## config.mk

```make
export PLATFORM = sky130hd
export DESIGN_NAME = y_ctrl_fsm
export DESIGN_NICKNAME = d
export VERILOG_FILES = /design/src/rtl/y_ctrl_fsm.sv
export SDC_FILE = /design/constraint.sdc
export NUM_CORES = 1
export LEC_CHECK = 0
export CAP_MARGIN = 25
export CORE_ASPECT_RATIO = 1.75
export CORE_UTILIZATION = 40
export DETAILED_ROUTE_END_ITERATION = 10
export GPL_ROUTABILITY_DRIVEN = 0
export PLACE_DENSITY = 0.79
export SETUP_SLACK_MARGIN = 0.05
export SLEW_MARGIN = 40
export SYNTH_ARGS = -nofsm -noshare
export SYNTH_HDL_FRONTEND = slang
export SYNTH_SLANG_ARGS = --single-unit
```

## constraint.sdc

```tcl
create_clock -name clk -period 1.9 [get_ports clk]
set_clock_uncertainty 0.15 [all_clocks]
set_input_delay 0.19 -clock clk [delete_from_list [all_inputs] [get_ports clk]]
set_output_delay 0.19 -clock clk [all_outputs]
set_load 0.01 [all_outputs]
```

## src/rtl/y_ctrl_fsm.sv

```systemverilog
// y_ctrl_fsm: multi-cycle control unit for the yIF/yID/yEX/yDM/yWB datapath.
// Sequences FETCH/DECODE/EXEC/MEM/WB, decodes the RV32 subset the datapath
// supports, resolves branches from the ALU zero flag, counts retired
// instructions and halts (or NOPs) on unsupported encodings.
// Every output is a flop whose next value is computed from the next state.
module y_ctrl_fsm #(
  parameter int unsigned CNT_W           = 16,
  parameter bit          HALT_ON_ILLEGAL = 1'b1
) (
  input  logic             clk,
  input  logic             reset,
  input  logic [31:0]      ins,
  input  logic             zero,
  output logic             IRWrite,
  output logic             RegWrite,
  output logic             ALUSrc,
  output logic [2:0]       op,
  output logic             MemRead,
  output logic             MemWrite,
  output logic             Mem2Reg,
  output logic             PCWrite,
  output logic [1:0]       PCSel,
  output logic [2:0]       state,
  output logic             illegal,
  output logic [CNT_W-1:0] instr_count
);

  typedef enum logic [2:0] {
    S_IDLE = 3'd0, S_FETCH = 3'd1, S_DECODE = 3'd2, S_EXEC = 3'd3,
    S_MEM = 3'd4, S_WB = 3'd5, S_HALT = 3'd6
  } state_e;

  typedef enum logic [2:0] {
    K_NOP = 3'd0, K_R = 3'd1, K_I = 3'd2, K_LD = 3'd3,
    K_ST = 3'd4, K_BR = 3'd5, K_JAL = 3'd6
  } kind_e;

  localparam logic [2:0] OP_AND = 3'b000;
  localparam logic [2:0] OP_OR  = 3'b001;
  localparam logic [2:0] OP_ADD = 3'b010;
  localparam logic [2:0] OP_SUB = 3'b110;
  localparam logic [2:0] OP_SLT = 3'b111;

  logic [6:0] opcode_s;
  logic [2:0] funct3_s;
  logic [6:0] funct7_s;
  logic       unused_ins_s;

  assign opcode_s     = ins[6:0];
  assign funct3_s     = ins[14:12];
  assign funct7_s     = ins[31:25];
  // Register and immediate fields are the datapath's business, not ours.
  assign unused_ins_s = ^{ins[24:15], ins[11:7]};

  logic       dec_legal_s;
  kind_e      dec_kind_s;
  logic [2:0] dec_op_s;
  logic       dec_src_s;
  logic       dec_bne_s;

  state_e     state_q, state_d;
  kind_e      kind_q, kind_d;
  logic [2:0] aop_q, aop_d;
  logic       asrc_q, asrc_d;
  logic       bne_q, bne_d;
  logic       taken_q, taken_d;
  logic       illegal_q, illegal_d;
  logic [CNT_W-1:0] cnt_q, cnt_d;

  logic       irwrite_q, irwrite_d;
  logic       regwrite_q, regwrite_d;
  logic       alusrc_q, alusrc_d;
  logic [2:0] op_q, op_d;
  logic       memread_q, memread_d;
  logic       memwrite_q, memwrite_d;
  logic       mem2reg_q, mem2reg_d;
  logic       pcwrite_q, pcwrite_d;
  logic [1:0] pcsel_q, pcsel_d;

  // Decode the instruction word into class, ALU op, operand select and legality.
  always_comb begin
    dec_legal_s = 1'b0;
    dec_kind_s  = K_NOP;
    dec_op_s    = OP_ADD;
    dec_src_s   = 1'b0;
    dec_bne_s   = 1'b0;
    case (opcode_s)
      7'h33: begin
        dec_kind_s = K_R;
        case (funct3_s)
          3'd0: begin
            if (funct7_s == 7'h00) begin
              dec_legal_s = 1'b1;
              dec_op_s    = OP_ADD;
            end else if (funct7_s == 7'h20) begin
              dec_legal_s = 1'b1;
              dec_op_s    = OP_SUB;
            end else begin
              dec_legal_s = 1'b0;
            end
          end
          3'd2: begin dec_legal_s = (funct7_s == 7'h00); dec_op_s = OP_SLT; end
          3'd6: begin dec_legal_s = (funct7_s == 7'h00); dec_op_s = OP_OR;  end
          3'd7: begin dec_legal_s = (funct7_s == 7'h00); dec_op_s = OP_AND; end
          default: dec_legal_s = 1'b0;
        endcase
      end
      7'h13: begin
        dec_kind_s = K_I;
        dec_src_s  = 1'b1;
        case (funct3_s)
          3'd0: begin dec_legal_s = 1'b1; dec_op_s = OP_ADD; end
          3'd2: begin dec_legal_s = 1'b1; dec_op_s = OP_SLT; end
          3'd6: begin dec_legal_s = 1'b1; dec_op_s = OP_OR;  end
          3'd7: begin dec_legal_s = 1'b1; dec_op_s = OP_AND; end
          default: dec_legal_s = 1'b0;
        endcase
      end
      7'h03: begin
        dec_kind_s  = K_LD;
        dec_src_s   = 1'b1;
        dec_legal_s = (funct3_s == 3'd2);
      end
      7'h23: begin
        dec_kind_s  = K_ST;
        dec_src_s   = 1'b1;
        dec_legal_s = (funct3_s == 3'd2);
      end
      7'h63: begin
        dec_kind_s = K_BR;
        dec_op_s   = OP_SUB;
        case (funct3_s)
          3'd0:    dec_legal_s = 1'b1;
          3'd1:    begin dec_legal_s = 1'b1; dec_bne_s = 1'b1; end
          default: dec_legal_s = 1'b0;
        endcase
      end
      // jal uses no ALU operand from the register file; keep rd2 / add.
      7'h6F: begin
        dec_kind_s  = K_JAL;
        dec_legal_s = 1'b1;
      end
      default: dec_legal_s = 1'b0;
    endcase
  end

  // Next-state sequencing plus the registered output values for that next state.
  always_comb begin
    state_d   = state_q;
    kind_d    = kind_q;
    aop_d     = aop_q;
    asrc_d    = asrc_q;
    bne_d     = bne_q;
    taken_d   = taken_q;
    illegal_d = illegal_q;
    cnt_d     = cnt_q;
    case (state_q)
      S_IDLE:  state_d = S_FETCH;
      S_FETCH: state_d = S_DECODE;
      S_DECODE: begin
        taken_d = 1'b0;
        if (dec_legal_s) begin
          kind_d  = dec_kind_s;
          aop_d   = dec_op_s;
          asrc_d  = dec_src_s;
          bne_d   = dec_bne_s;
          state_d = S_EXEC;
        end else begin
          illegal_d = 1'b1;
          kind_d    = K_NOP;
          aop_d     = OP_ADD;
          asrc_d    = 1'b0;
          bne_d     = 1'b0;
          if (HALT_ON_ILLEGAL) begin
            state_d = S_HALT;
          end else begin
            state_d = S_WB;
          end
        end
      end
      S_EXEC: begin
        // Branch outcome is frozen from zero on the edge that leaves EXEC.
        if (kind_q == K_BR) begin
          taken_d = bne_q ? !zero : zero;
        end else begin
          taken_d = 1'b0;
        end
        if ((kind_q == K_LD) || (kind_q == K_ST)) begin
          state_d = S_MEM;
        end else begin
          state_d = S_WB;
        end
      end
      S_MEM: state_d = S_WB;
      S_WB: begin
        state_d = S_FETCH;
        cnt_d   = cnt_q + {{(CNT_W-1){1'b0}}, 1'b1};
      end
      S_HALT:  state_d = S_HALT;
      default: state_d = S_IDLE;
    endcase

    irwrite_d  = 1'b0;
    regwrite_d = 1'b0;
    alusrc_d   = 1'b0;
    op_d       = OP_ADD;
    memread_d  = 1'b0;
    memwrite_d = 1'b0;
    mem2reg_d  = 1'b0;
    pcwrite_d  = 1'b0;
    pcsel_d    = 2'b00;
    case (state_d)
      S_FETCH: irwrite_d = 1'b1;
      S_EXEC: begin
        alusrc_d = asrc_d;
        op_d     = aop_d;
      end
      S_MEM: begin
        alusrc_d   = asrc_d;
        op_d       = aop_d;
        memread_d  = (kind_d == K_LD);
        memwrite_d = (kind_d == K_ST);
      end
      S_WB: begin
        alusrc_d   = asrc_d;
        op_d       = aop_d;
        pcwrite_d  = 1'b1;
        regwrite_d = (kind_d == K_R) || (kind_d == K_I) || (kind_d == K_LD);
        mem2reg_d  = (kind_d == K_LD);
        if (kind_d == K_JAL) begin
          pcsel_d = 2'b10;
        end else if ((kind_d == K_BR) && taken_d) begin
          pcsel_d = 2'b01;
        end else begin
          pcsel_d = 2'b00;
        end
      end
      default: pcsel_d = 2'b00;
    endcase
  end

  // State, decoded-instruction and output registers with synchronous reset.
  always_ff @(posedge clk) begin
    if (reset) begin
      state_q    <= S_IDLE;
      kind_q     <= K_NOP;
      aop_q      <= OP_ADD;
      asrc_q     <= 1'b0;
      bne_q      <= 1'b0;
      taken_q    <= 1'b0;
      illegal_q  <= 1'b0;
      cnt_q      <= {CNT_W{1'b0}};
      irwrite_q  <= 1'b0;
      regwrite_q <= 1'b0;
      alusrc_q   <= 1'b0;
      op_q       <= OP_ADD;
      memread_q  <= 1'b0;
      memwrite_q <= 1'b0;
      mem2reg_q  <= 1'b0;
      pcwrite_q  <= 1'b0;
      pcsel_q    <= 2'b00;
    end else begin
      state_q    <= state_d;
      kind_q     <= kind_d;
      aop_q      <= aop_d;
      asrc_q     <= asrc_d;
      bne_q      <= bne_d;
      taken_q    <= taken_d;
      illegal_q  <= illegal_d;
      cnt_q      <= cnt_d;
      irwrite_q  <= irwrite_d;
      regwrite_q <= regwrite_d;
      alusrc_q   <= alusrc_d;
      op_q       <= op_d;
      memread_q  <= memread_d;
      memwrite_q <= memwrite_d;
      mem2reg_q  <= mem2reg_d;
      pcwrite_q  <= pcwrite_d;
      pcsel_q    <= pcsel_d;
    end
  end

  assign IRWrite     = irwrite_q;
  assign RegWrite    = regwrite_q;
  assign ALUSrc      = alusrc_q;
  assign op          = op_q;
  assign MemRead     = memread_q;
  assign MemWrite    = memwrite_q;
  assign Mem2Reg     = mem2reg_q;
  assign PCWrite     = pcwrite_q;
  assign PCSel       = pcsel_q;
  assign state       = state_q;
  assign illegal     = illegal_q;
  assign instr_count = cnt_q;

endmodule

```

; After elaboration in Yosys (flattened, before gate mapping)
; Cells that the tools add are included.
[word_totals]
regBits = 41
[op_classes]
addsub = 1
eq_ne = 30
n_mux = 32
n_bitwise = 4
reduce_logical = 20
[op_table]
columns = operator, n
row1 = $eq A3 B3 Y1 const B, 12
row2 = $pmux W3 S6, 2
row3 = $eq A3 B2 Y1 const B, 7
row4 = $eq A7 B6 Y1 const B, 3
row5 = $mux W3, 7
row6 = $pmux W3 S3, 2
row7 = $add A16 B1 Y16 const B, 1
row8 = $mux W1, 16
row9 = $eq A7 B7 Y1 const B, 2
row10 = $eq A3 B1 Y1 const B, 4
row11 = $pmux W3 S4, 1
row12 = $reduce_or A2 Y1, 6
row13 = $reduce_or A3 Y1, 4
row14 = $eq A7 B2 Y1 const B, 1
row15 = $eq A7 B5 Y1 const B, 1
row16 = $logic_not A7 Y1, 1
row17 = $logic_not A3 Y1, 2
row18 = $pmux W1 S5, 1
row19 = $not A1 Y1, 4
row20 = $pmux W1 S2, 2
row21 = $reduce_or A4 Y1, 1
row22 = $logic_or A1 B1 Y1, 3
row23 = $mux W2, 1
row24 = $reduce_and A2 Y1, 1
row25 = other kinds (2), 2

; Logic depth before layout (Yosys ltp)
; Gate-level depths: netlist of run 1.
[logic_depth]
ltp_word = 11
depth_mapped = 7

; Worst setup path after synthesis of run 1
; OpenSTA, ideal clock, no wires.
[synth_timing]
kind = register -> register
startpoint = register state_q[1], in the netlist state[1]
endpoint = register op_q[0], in the netlist op[0]
arrival_ns = 1.858
t_required_ns = 1.671
setup_slack_ns = -0.187
path_stages_with_launch = 6
n_path_buf = 2
period_less_slack_ns = 2.087
path_cell_list = dfxtp_1 -> buf_2 -> or3b_2 -> clkbuf_1 -> or4_4 -> a211oi_2
[synth_via]
elab_chain_cells = 7
word_cells_on_any_way = 16
classes_between = eq/ne (9) / mux (2) / bitwise (1) / reduce/logical (4)
[synth_rtl]
columns = element, line
row1 = "start, declared", 61  ; state_e state_q, state_d;
row2 = "start signal, assigned", 263  ; state_q <= state_d;
row3 = $eq A3 B3 Y1 or $logic_not A3 Y1 (tied branches), 157  ; case (state_q)
row4 = $reduce_or A2 Y1 (no line), --
row5 = $pmux W3 S6, 157
row6 = $eq A3 B3 Y1 or $eq A3 B2 Y1 (tied branches), 212  ; case (state_d)
row7 = $reduce_or A3 Y1 (no line), --
row8 = $not A1 Y1 (no line), --
row9 = $reduce_or A2 Y1 (no line), --
row10 = "end signal, assigned", 274  ; op_q <= op_d;
row11 = "end, declared", 73  ; logic [2:0] op_q, op_d;
; Several ways; a longest one is shown, not always the timed one.
; A chain may end at the register's enable or synchronous reset.

; Worst setup path in the final report of run 1
[layout_timing]
startpoint = input port ins[12]
endpoint = register pcsel_q[0], in the netlist PCSel[0]
[layout_via]
elab_chain_cells = 9
word_cells_on_any_way = 23
classes_between = eq/ne (7) / mux (9) / bitwise (1) / reduce/logical (6)
[layout_rtl]
columns = element, line
row1 = "start, declared", 12  ; input logic [31:0] ins,
row2 = $eq A3 B2 Y1 (tied with other cells), --
row3 = $reduce_or A3 Y1 (no line) (tied with other cells), --
row4 = $pmux W1 S2 (tied with other cells), 90  ; case (funct3_s)
row5 = $pmux W1 S5 (*), 87  ; case (opcode_s)
row6 = $mux W3, 162  ; if (dec_legal_s) begin
row7 = $pmux W3 S6 or $mux W3 (tied branches), 157
row8 = "$eq A3 B3 Y1, on equally long branches", "212, 232"
row9 = $not A1 Y1 (no line) or $logic_and A1 B1 Y1 (tied branches), --
row10 = $reduce_or A3 Y1 (no line) or $mux W1 (tied branches), --
row11 = "end signal, assigned", 279  ; pcsel_q <= pcsel_d;
row12 = "end, declared", 78  ; logic [1:0] pcsel_q, pcsel_d;
; Mark *: on every way between the ends. The rest lies on a longest branch, timed or not.

==> summary.md, run 1 <==
| Metric | Value |
|---|---|
| Final instance area | `2920 µm²` |
| Vias | `1,849` |
| Post-synthesis instance area | `1910 µm²` |
| I/O pin count | `67` |
| CTS H-Tree Depth | `2` |
| Final period util | `96.7%` |
| Height of the die | `93.5 µm` |
| FF-to-FF End | `PCSel[0]` |
| Power Density | `674 nW/µm²` |
| Worst Path Max Fanout | `6` |
| Most common cell after layout, fill and taps aside | `dfxtp_1` |
| Clock Root Buffer | `clkbuf_8` |
| Seq/Total Area, Yosys | `42.9%` |
| VDD IR max | `0.883 mV` |
| Hold WS | `0.179 ns` |
| Most frequent cells in the layout | `dfxtp_1, buf_4, clkdlybuf4s50_1` |
| Avg Synthesized Cell Area | `9.12 µm²` |
| Hold path endpoint | `bne_q` |
| DRC marker count from the first detailed-route iteration | `19` |
| Die ar. | `5080 µm²` |
| Logic pwr share | `19.8%` |
| Placed cell area | `2690 µm²` |
| Post-placement cell count | `337` |
| Worst R2R Start | `state[1]` |
| GRT Overall Usage | `21.2%` |
| Crit path launch | `ins[12]` |
| P_sw | `486 µW` |
| Final hold violations | `0` |
| Share of cells above drive strength 1 | `28.8%` |
| Post-synth EDFFs | `0` |
| CORE AREA | `4620 µm²` |
| Critical Path RT | `1.96 ns` |
| Net count after synthesis | `246` |
| Initial Util | `41.4%` |
| CTS tree | `yes` |
| Max Clock Freq | `544 MHz` |
| Worst setup EP type | `flip-flop` |
| Clock Power Share | `33.7%` |
| Pre-antenna DRT Iters | `4` |
| Area Overhead vs Synth | `52.3%` |
| Initial antenna violation count | `0` |
| CP max-delay cell | `or4b_4` |
| Syn. warnings | `0` |
| Hold depth | `5` |
| Final Setup Violations | `0` |
| Kind of critical path | `in -> reg` |
| Synth async-reset ratio | `0%` |
| HP Start | `ins[13]` |
| N_diodes | `0` |
| Status | `complete, no violations` |
| Critical Path AT | `1.89 ns` |
| Total grt overflow | `0` |
| DP HPWL | `3610 µm` |
| Post-Place Worst Slack | `-0.570 ns` |
| Max Transition Viols Final | `0` |
| Clock slew at reported path FFs | `0.07 ns` |
| Crit-path cells | `clkdlybuf4s15_2, or4b_4, nor3_4, a311oi_4, buf_6, o31a_1, nor4b_2` |
| Internal power | `1480 µW` |
| CP startpoint kind | `input port` |
| RSZ-0062 raised after global routing | `yes` |
| Antenna Nets Post-Route | `0` |
| DRC | `0` |
| Vias in the first global route | `1,875` |
| Avg WL per Cell | `13.7 µm` |
| Part of the power in registers | `46.5%` |
| Clock Tree Buf Depth | `2` |
| CTS Hold Bufs | `0` |
| PnR worst setup slack | `0.0634 ns` |
| Drt total wl | `4740 µm` |
| Global-route wire length before repair | `7860 µm` |
| Mapped Cells | `210` |
| Layout Utilization | `63.0%` |
| Min Tclk post-route | `1.84 ns` |
| Chip width | `54.3 µm` |
| Register bit count reported by yosys | `41` |
| Largest net degree at the start of global routing | `26` |
| Row Count | `33` |
| Worst slew pin tran | `0.395 ns` |
| Non-filler cells, final | `347` |
| Final net count | `331` |
| LEAKAGE | `0.00110 µW` |
| Via density | `5.33` |
| Clock Sinks | `41` |
| Worst relative slew slack | `73.5%` |
| Hold WC Path Type | `in -> reg` |
| Top FF cell, synth | `dfxtp_1` |
| Port bufs | `51` |
| R2R cell count | `5` |
| Synth unique cells | `51` |
| Switching share of power | `24.7%` |
| Max Cap Violations | `0` |
| Num CTS Buffers | `5` |
| Reg-to-reg slack, setup | `0.09 ns` |
| Clock Latency Late Sink | `0.29 ns` |
| CP peak stage delay | `0.50 ns` |
==> through the flow <==
stage,total power (µW),TNS [ns]
detailed placement,1290,-8.93
finish,1960,0
CTS,1960,0
global route,2050,0
floorplan,1120,0
global placement,1280,-7.97
==> cell usage after synthesis (all sizes together), types with 2 or more instances <==
cell,count,area [µm²]
buf,3,27.5
dfxtp,41,821
inv,5,18.8
nand2b,4,25.0
xor2,6,52.6
or4,4,37.5
nor4b,2,30.0
a21oi,9,45.0
nand2,15,56.3
or3,4,25.0
o31a,2,17.5
nand4,4,25.0
and3,5,31.3
nor2,31,116
mux2,2,22.5
nand3,4,20.0
and3b,2,17.5
clkbuf,6,42.5
xnor2,8,70.1
a211oi,4,40.0
nor3b,3,33.8
a211o,2,17.5
o21a,4,30.0
nor3,7,35.0
o31ai,2,15.0
o21ai,9,45.0
nor4,3,18.8
nand3b,2,15.0
a2bb2oi,2,23.8
==> worst max-delay path, delay by kind of cell <==
family,cells,cell delay [ns]
buffers and inverters,2,0.38
AO/OA/AOI/OAI,2,0.39
AND/OR/NAND/NOR,3,0.92
==> registers in the layout (all words and copies together), names as in the netlist <==
name and count:
asrc_q 1, MemRead 1, RegWrite 1, IRWrite 1
MemWrite 1, bne_q 1, state 3, kind_q 3
Mem2Reg 1, taken_q 1, op 3, PCSel 2
illegal 1, aop_q 3, ALUSrc 1, PCWrite 1
instr_count 16
==> worst max path at each step <==
stage | to | depth (start not counted)
finish | PCSel[0] | 7
global route | PCSel[0] | 7
CTS | PCSel[0] | 7
detailed placement | PCSel[1] | 8
global placement | PCSel[0] | 7
floorplan | PCSel[0] | 6
==> cell families after synthesis <==
kind of cell               count (synthesis)  share of synthesized area, %
adders and majority gates                  1                         0.653
and+or+nand+nor                           97                          29.0
AOI/OAI and AO/OA                         39                          14.3
buffers and inverters                     15                          5.10
xor gates and xnor gates                  14                          6.41
muxes                                      3                          1.70
DFF                                       41                          42.9
==> area by class of cell <==
| class | count | area (µm²) |
|---|---|---|
| multi-input cells | 154 | 1130 |
| flip-flops and latches | 41 | 830 |
| fillers | 397 | 1710 |
| inverters | 5 | 18.8 |
| clock inverters | 2 | 35.0 |
| repair buffers | 88 | 764 |
| well taps | 52 | 65.1 |
| clock buffers | 5 | 68.8 |
==> power groups by stage <==
stage	registers, µW	logic [µW]	clock network (µW)
5_1_grt	918	420	716
2_1_floorplan	941	176	0
6_report	914	389	662
4_1_cts	914	370	678
3_5_place_dp	930	358	0
3_3_place_gp	929	353	0
==> routing by layer <==
metal,GRT usage (%),part of all wire (%)
met1,18.7,35
met2,40.9,59
met3,3.25,2.5
met4,12.2,3.3
met5,0,0
==> timing repair <==
action,4_1_cts,5_1_grt
endpoints found under the setup margin,20,15
hold endpoints to repair,0,0
pin swaps,14,12
resized for setup,44,23
buffers inserted,1,2
(Power assumes the default switching activity.)
==> run 2: changes to the inputs <==
--- a/config.mk
+++ b/config.mk
@@ -5,12 +5,11 @@
 export SDC_FILE = /design/constraint.sdc
 export NUM_CORES = 1
 export LEC_CHECK = 0
-export CAP_MARGIN = 25
 export CORE_ASPECT_RATIO = 1.75
-export CORE_UTILIZATION = 40
+export CORE_UTILIZATION = 48
 export DETAILED_ROUTE_END_ITERATION = 10
 export GPL_ROUTABILITY_DRIVEN = 0
-export PLACE_DENSITY = 0.79
+export PLACE_DENSITY = 0.88
 export SETUP_SLACK_MARGIN = 0.05
 export SLEW_MARGIN = 40
 export SYNTH_ARGS = -nofsm -noshare
==> constraint.sdc (replaced) <==
create_clock -name clk -period 2.3 [get_ports clk]
set_clock_uncertainty 0.15 [all_clocks]
set_input_delay 0.23 -clock clk [delete_from_list [all_inputs] [get_ports clk]]
set_output_delay 0.23 -clock clk [all_outputs]
set_load 0.01 [all_outputs]
==> run 2 against run 1 <==
  * Non-clock buffer count fell by 15
  * Core utilization rose by 8.1 points
  * Die area fell by 16%
  * Cell count down 5.2%
  * Register-to-register slack improved by 0.17 ns
  * Routed wire length shrank 2.6%
  * Via count is 3.2% lower
  * Flip-flop and latch count unchanged
  * Design area decreased by 6.5%
  * Worst setup slack got worse by 0.0017 ns
  * First-iteration DRC count unchanged
  * Sequential power down 18%
==> summary.md, run 2 (same netlist as run 1, synthesis figures left out) <==
| Metric | Value |
|---|---|
| Vias in the first global route | `1,799` |
| GRT Overall Usage | `22.4%` |
| Status | `complete, no violations` |
| Pre-antenna DRT Iters | `4` |
| Final Setup Violations | `0` |
| Reg-to-reg slack, setup | `0.26 ns` |
| Clock slew at reported path FFs | `0.08 ns` |
| Max Transition Viols Final | `0` |
| DRC | `0` |
| Clock Sinks | `41` |
| Area Overhead vs Synth | `42.4%` |
| Max reg flops | `16` |
| Crit path launch | `ins[6]` |
| Height of the die | `85.5 µm` |
| Initial Util | `50.0%` |
| Drt total wl | `4610 µm` |
| Crit path capture | `op[0]` |
| Row Count | `30` |
| Antenna Nets Post-Route | `0` |
| Hold WC Path Type | `in -> reg` |
| CP max-delay cell | `clkdlybuf4s50_1` |
| Most common cell after layout, fill and taps aside | `clkdlybuf4s50_1` |
| Total grt overflow | `0` |
| Max Cap Violations | `0` |
| Die ar. | `4250 µm²` |
| Vias | `1,790` |
| Final net count | `316` |
| Worst R2R Start | `state[2]` |
| Final hold violations | `0` |
| R2R cell count | `3` |
| CTS H-Tree Depth | `2` |
| Kind of critical path | `in -> reg` |
| Most frequent cells in the layout | `clkdlybuf4s50_1, dfxtp_1, nor2_1` |
| Post-placement cell count | `320` |
| DP HPWL | `3260 µm` |
| CORE AREA | `3830 µm²` |
| DRC marker count from the first detailed-route iteration | `19` |
| Critical Path RT | `2.36 ns` |
| I/O pin count | `67` |
| Worst setup EP type | `flip-flop` |
| Global-route wire length before repair | `7360 µm` |
| LEAKAGE | `0.00103 µW` |
| N_diodes | `0` |
| Post-Place Worst Slack | `-0.321 ns` |
| Num CTS Buffers | `5` |
| Share of cells above drive strength 1 | `17.8%` |
| Hold WS | `0.260 ns` |
| Power Density | `542 nW/µm²` |
| Worst slew pin tran | `0.371 ns` |
| Clock Latency Late Sink | `0.29 ns` |
| Clock Root Buffer | `clkbuf_8` |
| Port bufs | `51` |
| Worst Path Max Fanout | `6` |
| Non-filler cells, final | `329` |
| CP peak stage delay | `0.62 ns` |
| CP startpoint kind | `input port` |
| Final period util | `97.3%` |
| Worst relative slew slack | `75.1%` |
| Max Clock Freq | `447 MHz` |
| Initial antenna violation count | `0` |
| Largest net degree at the start of global routing | `35` |
| Via density | `5.44` |
| Avg WL per Cell | `14.0 µm` |
| PnR worst setup slack | `0.0617 ns` |
| VDD IR max | `0.460 mV` |
| Min Tclk post-route | `2.24 ns` |
| Clock Tree Buf Depth | `2` |
| Chip width | `49.7 µm` |
| FF-to-FF End | `op[0]` |
| Crit-path cells | `clkdlybuf4s50_1, nand3b_1, a211oi_4, a311oi_2, buf_4, or4_4, a211oi_2` |
| CTS tree | `yes` |
| Critical Path AT | `2.30 ns` |
==> run 2: changes by cell type in the layout (fill, tap and decap cells not counted), sizes merged <==
cell           delta
clkdlybuf4s50     +8
dlymetal6s2s      +5
bufinv            -1
clkdlybuf4s15     -2
dlygate4sd2       -3
clkbuf            -4
clkinv            +1
buf              -18
==> run 2: how the worst min path moves through the flow <==
stage          cells after the start      to  startpoint
6_report                           4   bne_q     ins[12]
5_1_grt                            4   bne_q     ins[12]
4_1_cts                            2  asrc_q      asrc_q
3_5_place_dp                       2  asrc_q      asrc_q
3_3_place_gp                       2  asrc_q      asrc_q
2_1_floorplan                      2   bne_q     ins[12]
==> run 2: cell type report <==
cell class | instances | area (µm²)
clock buffer | 6 | 72.6
clock inverter | 2 | 10.0
fill | 319 | 1100
inverter | 5 | 18.8
multi-input combinational | 154 | 1060
sequential | 41 | 821
tap | 48 | 60.1
timing repair buffer | 73 | 687
==> run 2: repair_timing <==
action / 4_1_cts / 5_1_grt
setup endpoints to repair: 4 / 6
hold buffers: 0 / 0
setup buffers: 0 / 1
resized for setup: 3 / 16
pin swaps: 2 / 8
==> run 2: report_power, final <==
part	switching, µW	total, µW	leakage (µW)	internal (µW)
registers	16.3	747	0.000331	731
logic	134	281	0.000653	147
clock network	237	448	0.0000450	210
total	388	1480	0.00103	1090
==> run 2: per-stage QoR <==
stage                     setup TNS (ns)  utilization (%)  cell area, µm²  power (µW)
after detailed placement           -2.99             67.0            2560        1040
after global placement             -2.35             67.0            2560        1030
after CTS                              0             69.0            2640        1480
after floorplan                        0                -            1910         904
final                                  0             71.2            2730        1480
after global routing             -0.0182             71.2            2730        1550
==> run 2: routing by layer <==
metal	vias to the layer above	global-route usage [%]	routed length, µm
met3	6	5.32	189
met2	41	45.1	2660
met1	862	20.1	1680
met4	0	9.35	77
li1	881	-	-
met5	-	0	0
==> run 2: critical path: cells and delay by family <==
kind / cells / cell delay, ns
AND/OR/NAND/NOR: 2 / 0.75
AO/OA/AOI/OAI: 3 / 0.53
buffers and inverters: 2 / 0.80
==> RTL change 1: new RTL, flow settings as in run 1 <==
Re-encode `kind_e` (7 values) as one-hot, 7 bits wide.
--- a/src/rtl/y_ctrl_fsm.sv
+++ b/src/rtl/y_ctrl_fsm.sv
@@ -30,9 +30,9 @@
     S_MEM = 3'd4, S_WB = 3'd5, S_HALT = 3'd6
   } state_e;
 
-  typedef enum logic [2:0] {
-    K_NOP = 3'd0, K_R = 3'd1, K_I = 3'd2, K_LD = 3'd3,
-    K_ST = 3'd4, K_BR = 3'd5, K_JAL = 3'd6
+  typedef enum logic [6:0] {
+    K_NOP = 7'b0000001, K_R = 7'b0000010, K_I = 7'b0000100, K_LD = 7'b0001000,
+    K_ST = 7'b0010000, K_BR = 7'b0100000, K_JAL = 7'b1000000
   } kind_e;
 
   localparam logic [2:0] OP_AND = 3'b000;
Formal check against the unedited RTL: no difference found for any inputs over 10 cycles, from zero or initial values and one cycle with reset high; not proved beyond that.
==> RTL change 1 against run 1 <==
  * The flow now finishes with violations (design-rule violations)
  * Final area grew 5.5%
  * Routed wire length increased by 20%
  * Largest cell class unchanged
  * Non-clock buffer count fell by 1
  * Area after synthesis is 11% higher
  * Final cell count up 8.1%
  * Critical path type unchanged
  * First-iteration DRC count increased to 2.8 times the old value
  * Total power decreased by 0.74%
  * Worst setup slack got worse by 0.018 ns
  * Sequential cell count grew 4
  * Sequential share of layout area is 0.95 points higher
==> RTL change 1: results (changes against run 1) <==
Hold EP=bne_q$_SDFFE_PP0N_ (was bne_q$_SDFFE_PP0P_); drt pass-1 iters=7 (was 4); first-iteration detailed-routing DRC count=53 (was 19); nets=356 (was 331); post-DP HPWL=4.15 mm (was 3.61 mm); GR Util met2=0.387 (was 0.409); DRC=6 (was 0); DR WL met2=3.09 mm (was 2.79 mm); Placed Area=0.00290 mm2 (was 0.00269 mm2); Clock Pin Slew Worst Setup and Hold Paths=0.09 ns (was 0.07 ns); Least-Margin Pin Slew=0.378 ns (was 0.395 ns); status=complete, but fails checks (was complete, no violations); mux cell area share after synthesis=0.00944 (was 0.0170); hold path cells=3 (was 5); wl on met1=2.23 mm (was 1.67 mm); Worst Setup SP=ins[2] (was ins[12]); sequential share of power=0.505 (was 0.465); combinational power=0.000390 W (was 0.000389 W); CP endpoint=MemRead$_SDFF_PP0_ (was PCSel[0]$_SDFF_PP0_); r2r setup slk=0.05 ns (was 0.09 ns); Synth cell types=52 (was 51); metal3 WL=249 um (was 119 um); HP Start=ins[12] (was ins[13]); adder-cell share of the synthesized area=0.00590 (was 0.00654); share of layout cells above drive strength 1=0.227 (was 0.288); met1 usage=0.222 (was 0.187); failing checks=design-rule violations; DR WL/cell=15.2 um (was 13.7 um); Worst VDD drop=0.429 mV (was 0.883 mV); routed vias=2069 (was 1849); Net Count, Synth=273 (was 246); largest net degree at the start of global routing=34 (was 26); clock share of power=0.294 (was 0.337); r2r worst-path depth=4 (was 5); cells after synthesis=237 (was 210)
==> RTL change 1: cell types whose count changed after synthesis, moves of 5 or more <==
cell and delta:
nand4_1 +6, o21ai_0 -5, and2_1 +5, xor2_1 +6, nand3_1 +5
==> RTL change 1: final cells by class <==
| class | instances | area (um2) |
|---|---|---|
| Multi-Input combinational cell | 177 | 1240 |
| Clock inverter | 2 | 10.0 |
| Clock buffer | 6 | 72.6 |
| Inverter | 4 | 15.0 |
| Tap cell | 54 | 67.6 |
| Fill cell | 453 | 1940 |
| Sequential cell | 45 | 905 |
| Timing Repair Buffer | 87 | 766 |
==> RTL change 1: what timing repair did <==
action | in CTS | in global routing
pin swaps | 10 | 5
gates cloned | 0 | 0
buffers inserted | 1 | 1
setup endpoints to repair | 20 | 8
resized for setup | 29 | 12
==> RTL change 1: worst max-delay path: stages <==
cell           delay (ns)
dlygate4sd2_1        0.25
and4bb_2             0.36
nand4b_1             0.23
buf_4                0.23
buf_4                0.14
o41a_1               0.42
nor2_1               0.12
==> RTL change 2: new RTL, config.mk and constraints of run 1 <==
Made on the original files. `HALT_ON_ILLEGAL`: 1'b1 -> 1'b0.
--- a/src/rtl/y_ctrl_fsm.sv
+++ b/src/rtl/y_ctrl_fsm.sv
@@ -5,7 +5,7 @@
 // Every output is a flop whose next value is computed from the next state.
 module y_ctrl_fsm #(
   parameter int unsigned CNT_W           = 16,
-  parameter bit          HALT_ON_ILLEGAL = 1'b1
+  parameter bit          HALT_ON_ILLEGAL = 1'b0
 ) (
   input  logic             clk,
   input  logic             reset,
Formal check against the unedited RTL: not equivalent (Yosys sat finds a counterexample within 4 cycles, from zero or initial values and one cycle with reset high).
==> RTL change 2 against run 1 <==
  * Sequential cell count unchanged
  * Via count up 1.7%
  * Register-to-register slack better by 0.06 ns
  * Routed wire length up 1.5%
  * Fmax up 2.3%
  * Utilization up 1.1 points
  * Global-route usage down 0.13 points
  * Clock power down 13%
  * Area after synthesis down 2.4%
  * Total power down 13%
  * Worst hold slack worse by 0.049 ns
  * Final area down 2.1%
  * Worst setup slack better by 0.041 ns
  * Count of clock-buffer cells in the layout up 1
  * Critical endpoint is now PCSel[1]$_SDFF_PP0_
  * Highest routed layer unchanged
==> RTL change 2: results (changes against run 1) <==
Clock Pin Slew Worst Setup and Hold Paths=0.08 ns; detailed-route wire length=4.81 mm (was 4.74 mm); Lkg Pwr=1.10 nW (about the same); status=complete, no violations (unchanged); Worst path max stage delay=0.54 ns (was 0.50 ns); Worst EP arrival=1.84 ns (was 1.89 ns); Seq/Total Area, Yosys=0.439 (was 0.429); Async SR Flop Fraction=0 (unchanged); post-synthesis compound-gate area fraction=0.151 (was 0.143); Synth Warn #=0 (unchanged); Net Count, Synth=249 (was 246); Worst VDD drop=0.482 mV (was 0.883 mV); Worst Setup SP=ins[3] (was ins[12]); Antenna Violating Nets Remaining=0 (unchanged); r2r setup slk=0.15 ns (was 0.09 ns); gr usage total=0.211 (was 0.212); mux cell area share after synthesis=0.00536 (was 0.0170); first-iteration detailed-routing DRC count=45 (was 19); synth top area cells=dfxtp_1 (44%), nor2_1 (6.0%), xor2_1 (4.7%) (was dfxtp_1 (43%), nor2_1 (6.1%), xnor2_1 (3.7%)); fillcell total=361 (was 397); maximum buffer depth of the clock tree=2 (unchanged); post-DP HPWL=3.53 mm (was 3.61 mm); PnR worst setup slack=0.105 ns (was 0.0634 ns); H-tree depth=2 (unchanged); Port Buffer Count=51 (unchanged); nets=330 (was 331); pre-CTS WS=-0.482 ns (was -0.570 ns); Hold Path Class=in2reg (unchanged); routed vias/inst=5.45 (was 5.33); Post-synth top cells=dfxtp_1 (41), nor2_1 (30), nand2_1 (21) (was dfxtp_1 (41), nor2_1 (31), nand2_1 (15)); hold path cells=4 (was 5); RR Endpoint=RegWrite$_SDFF_PP0_ (was PCSel[0]$_SDFF_PP0_); CP endpoint=PCSel[1]$_SDFF_PP0_ (was PCSel[0]$_SDFF_PP0_); CP max stage cell=or4_4 (was or4b_4); initial antenna violation count=0 (unchanged); adder-cell share of the synthesized area=0.00670 (was 0.00654); global-route wire length before repair=7.84 mm (was 7.86 mm); Synth cell types=46 (was 51); max FFs per register=16 (unchanged); number of global-route vias before repair=1847 (was 1875); hold_buf cts=0 (unchanged); Least-Margin Pin Slew=0.630 ns (was 0.395 ns); Clk Latency, worst-skew pair=0.29 ns (about the same); largest net degree at the start of global routing=27 (was 26); share of layout cells above drive strength 1=0.207 (was 0.288); WHS=0.130 ns (was 0.179 ns); r2r worst-path depth=6 (was 5); post-synthesis xor/xnor area fraction=0.0750 (was 0.0641)
## RTL change 2: cell types whose count changed after synthesis, moves of 3 or more
cell,change
nand3_1,+8
or3_1,-3
a21oi_1,-3
nand2_1,+6
o21a_1,-3
nor3_1,-4
and3_1,-3
nor4_1,+4
clkbuf_1,+3
xor2_1,+4
## RTL change 2: what timing repair did
action,4_1_cts,5_1_grt
setup endpoints to repair,20,12
cloned,0,0
resized for setup,27,20
buffers inserted,1,2
pin swaps,15,14
## RTL change 2: stage by stage
step	util	instances	area, um2
floorplan	-	213	1870
global placement	0.590	335	2620
detailed placement	0.590	335	2620
CTS	0.621	343	2760
global route	0.642	345	2850
finish	0.642	345	2850
## RTL change 2: critical path: cells and delay by family
family | cells | cell delay (ns)
buf+inv | 1 | 0.19
simple gates | 2 | 0.79
compound gates | 3 | 0.68
## RTL change 2: logic make-up after synthesis
family,after synthesis
simple gates,104
xor+xnor,16
fa+ha+maj,1
flops,41
mux,1
compound gates,36
buf+inv,14
## RTL change 2: layer usage
| layer | vias to the layer above | share of wire | global-route usage |
|---|---|---|---|
| li1 | 914 | - | - |
| met1 | 899 | 0.37 | 0.208 |
| met2 | 52 | 0.57 | 0.390 |
| met3 | 16 | 0.025 | 0.0328 |
| met4 | 0 | 0.040 | 0.107 |
| met5 | - | 0 | 0 |
## RTL change 2: final cells by class
type	instances	area, um2	area share
multi-input combinational	158	1110	0.388
sequential	41	823	0.289
timing repair buffer	81	743	0.261
clock buffer	6	82.6	0.0289
tap	51	63.8	0.0224
inverter	7	26.3	0.00921
clock inverter	1	7.51	0.00263
## RTL change 2: report_power, final
group | leakage [nW] | switching (W) | internal (W)
clock | 0.0433 | 0.000287 | 0.000287
sequential | 0.332 | 0.0000132 | 0.000875
combinational | 0.721 | 0.000126 | 0.000126
total | 1.10 | 0.000426 | 0.00129
## RTL change 2: worst min path at each step
stage	start	to
global placement	bne_q$_SDFFE_PP0P_	bne_q$_SDFFE_PP0P_
finish	ins[14]	aop_q[1]$_SDFF_PP1_
detailed placement	bne_q$_SDFFE_PP0P_	bne_q$_SDFFE_PP0P_
floorplan	ins[12]	bne_q$_SDFFE_PP0P_
global route	ins[14]	aop_q[1]$_SDFF_PP1_
CTS	ins[14]	aop_q[1]$_SDFF_PP1_
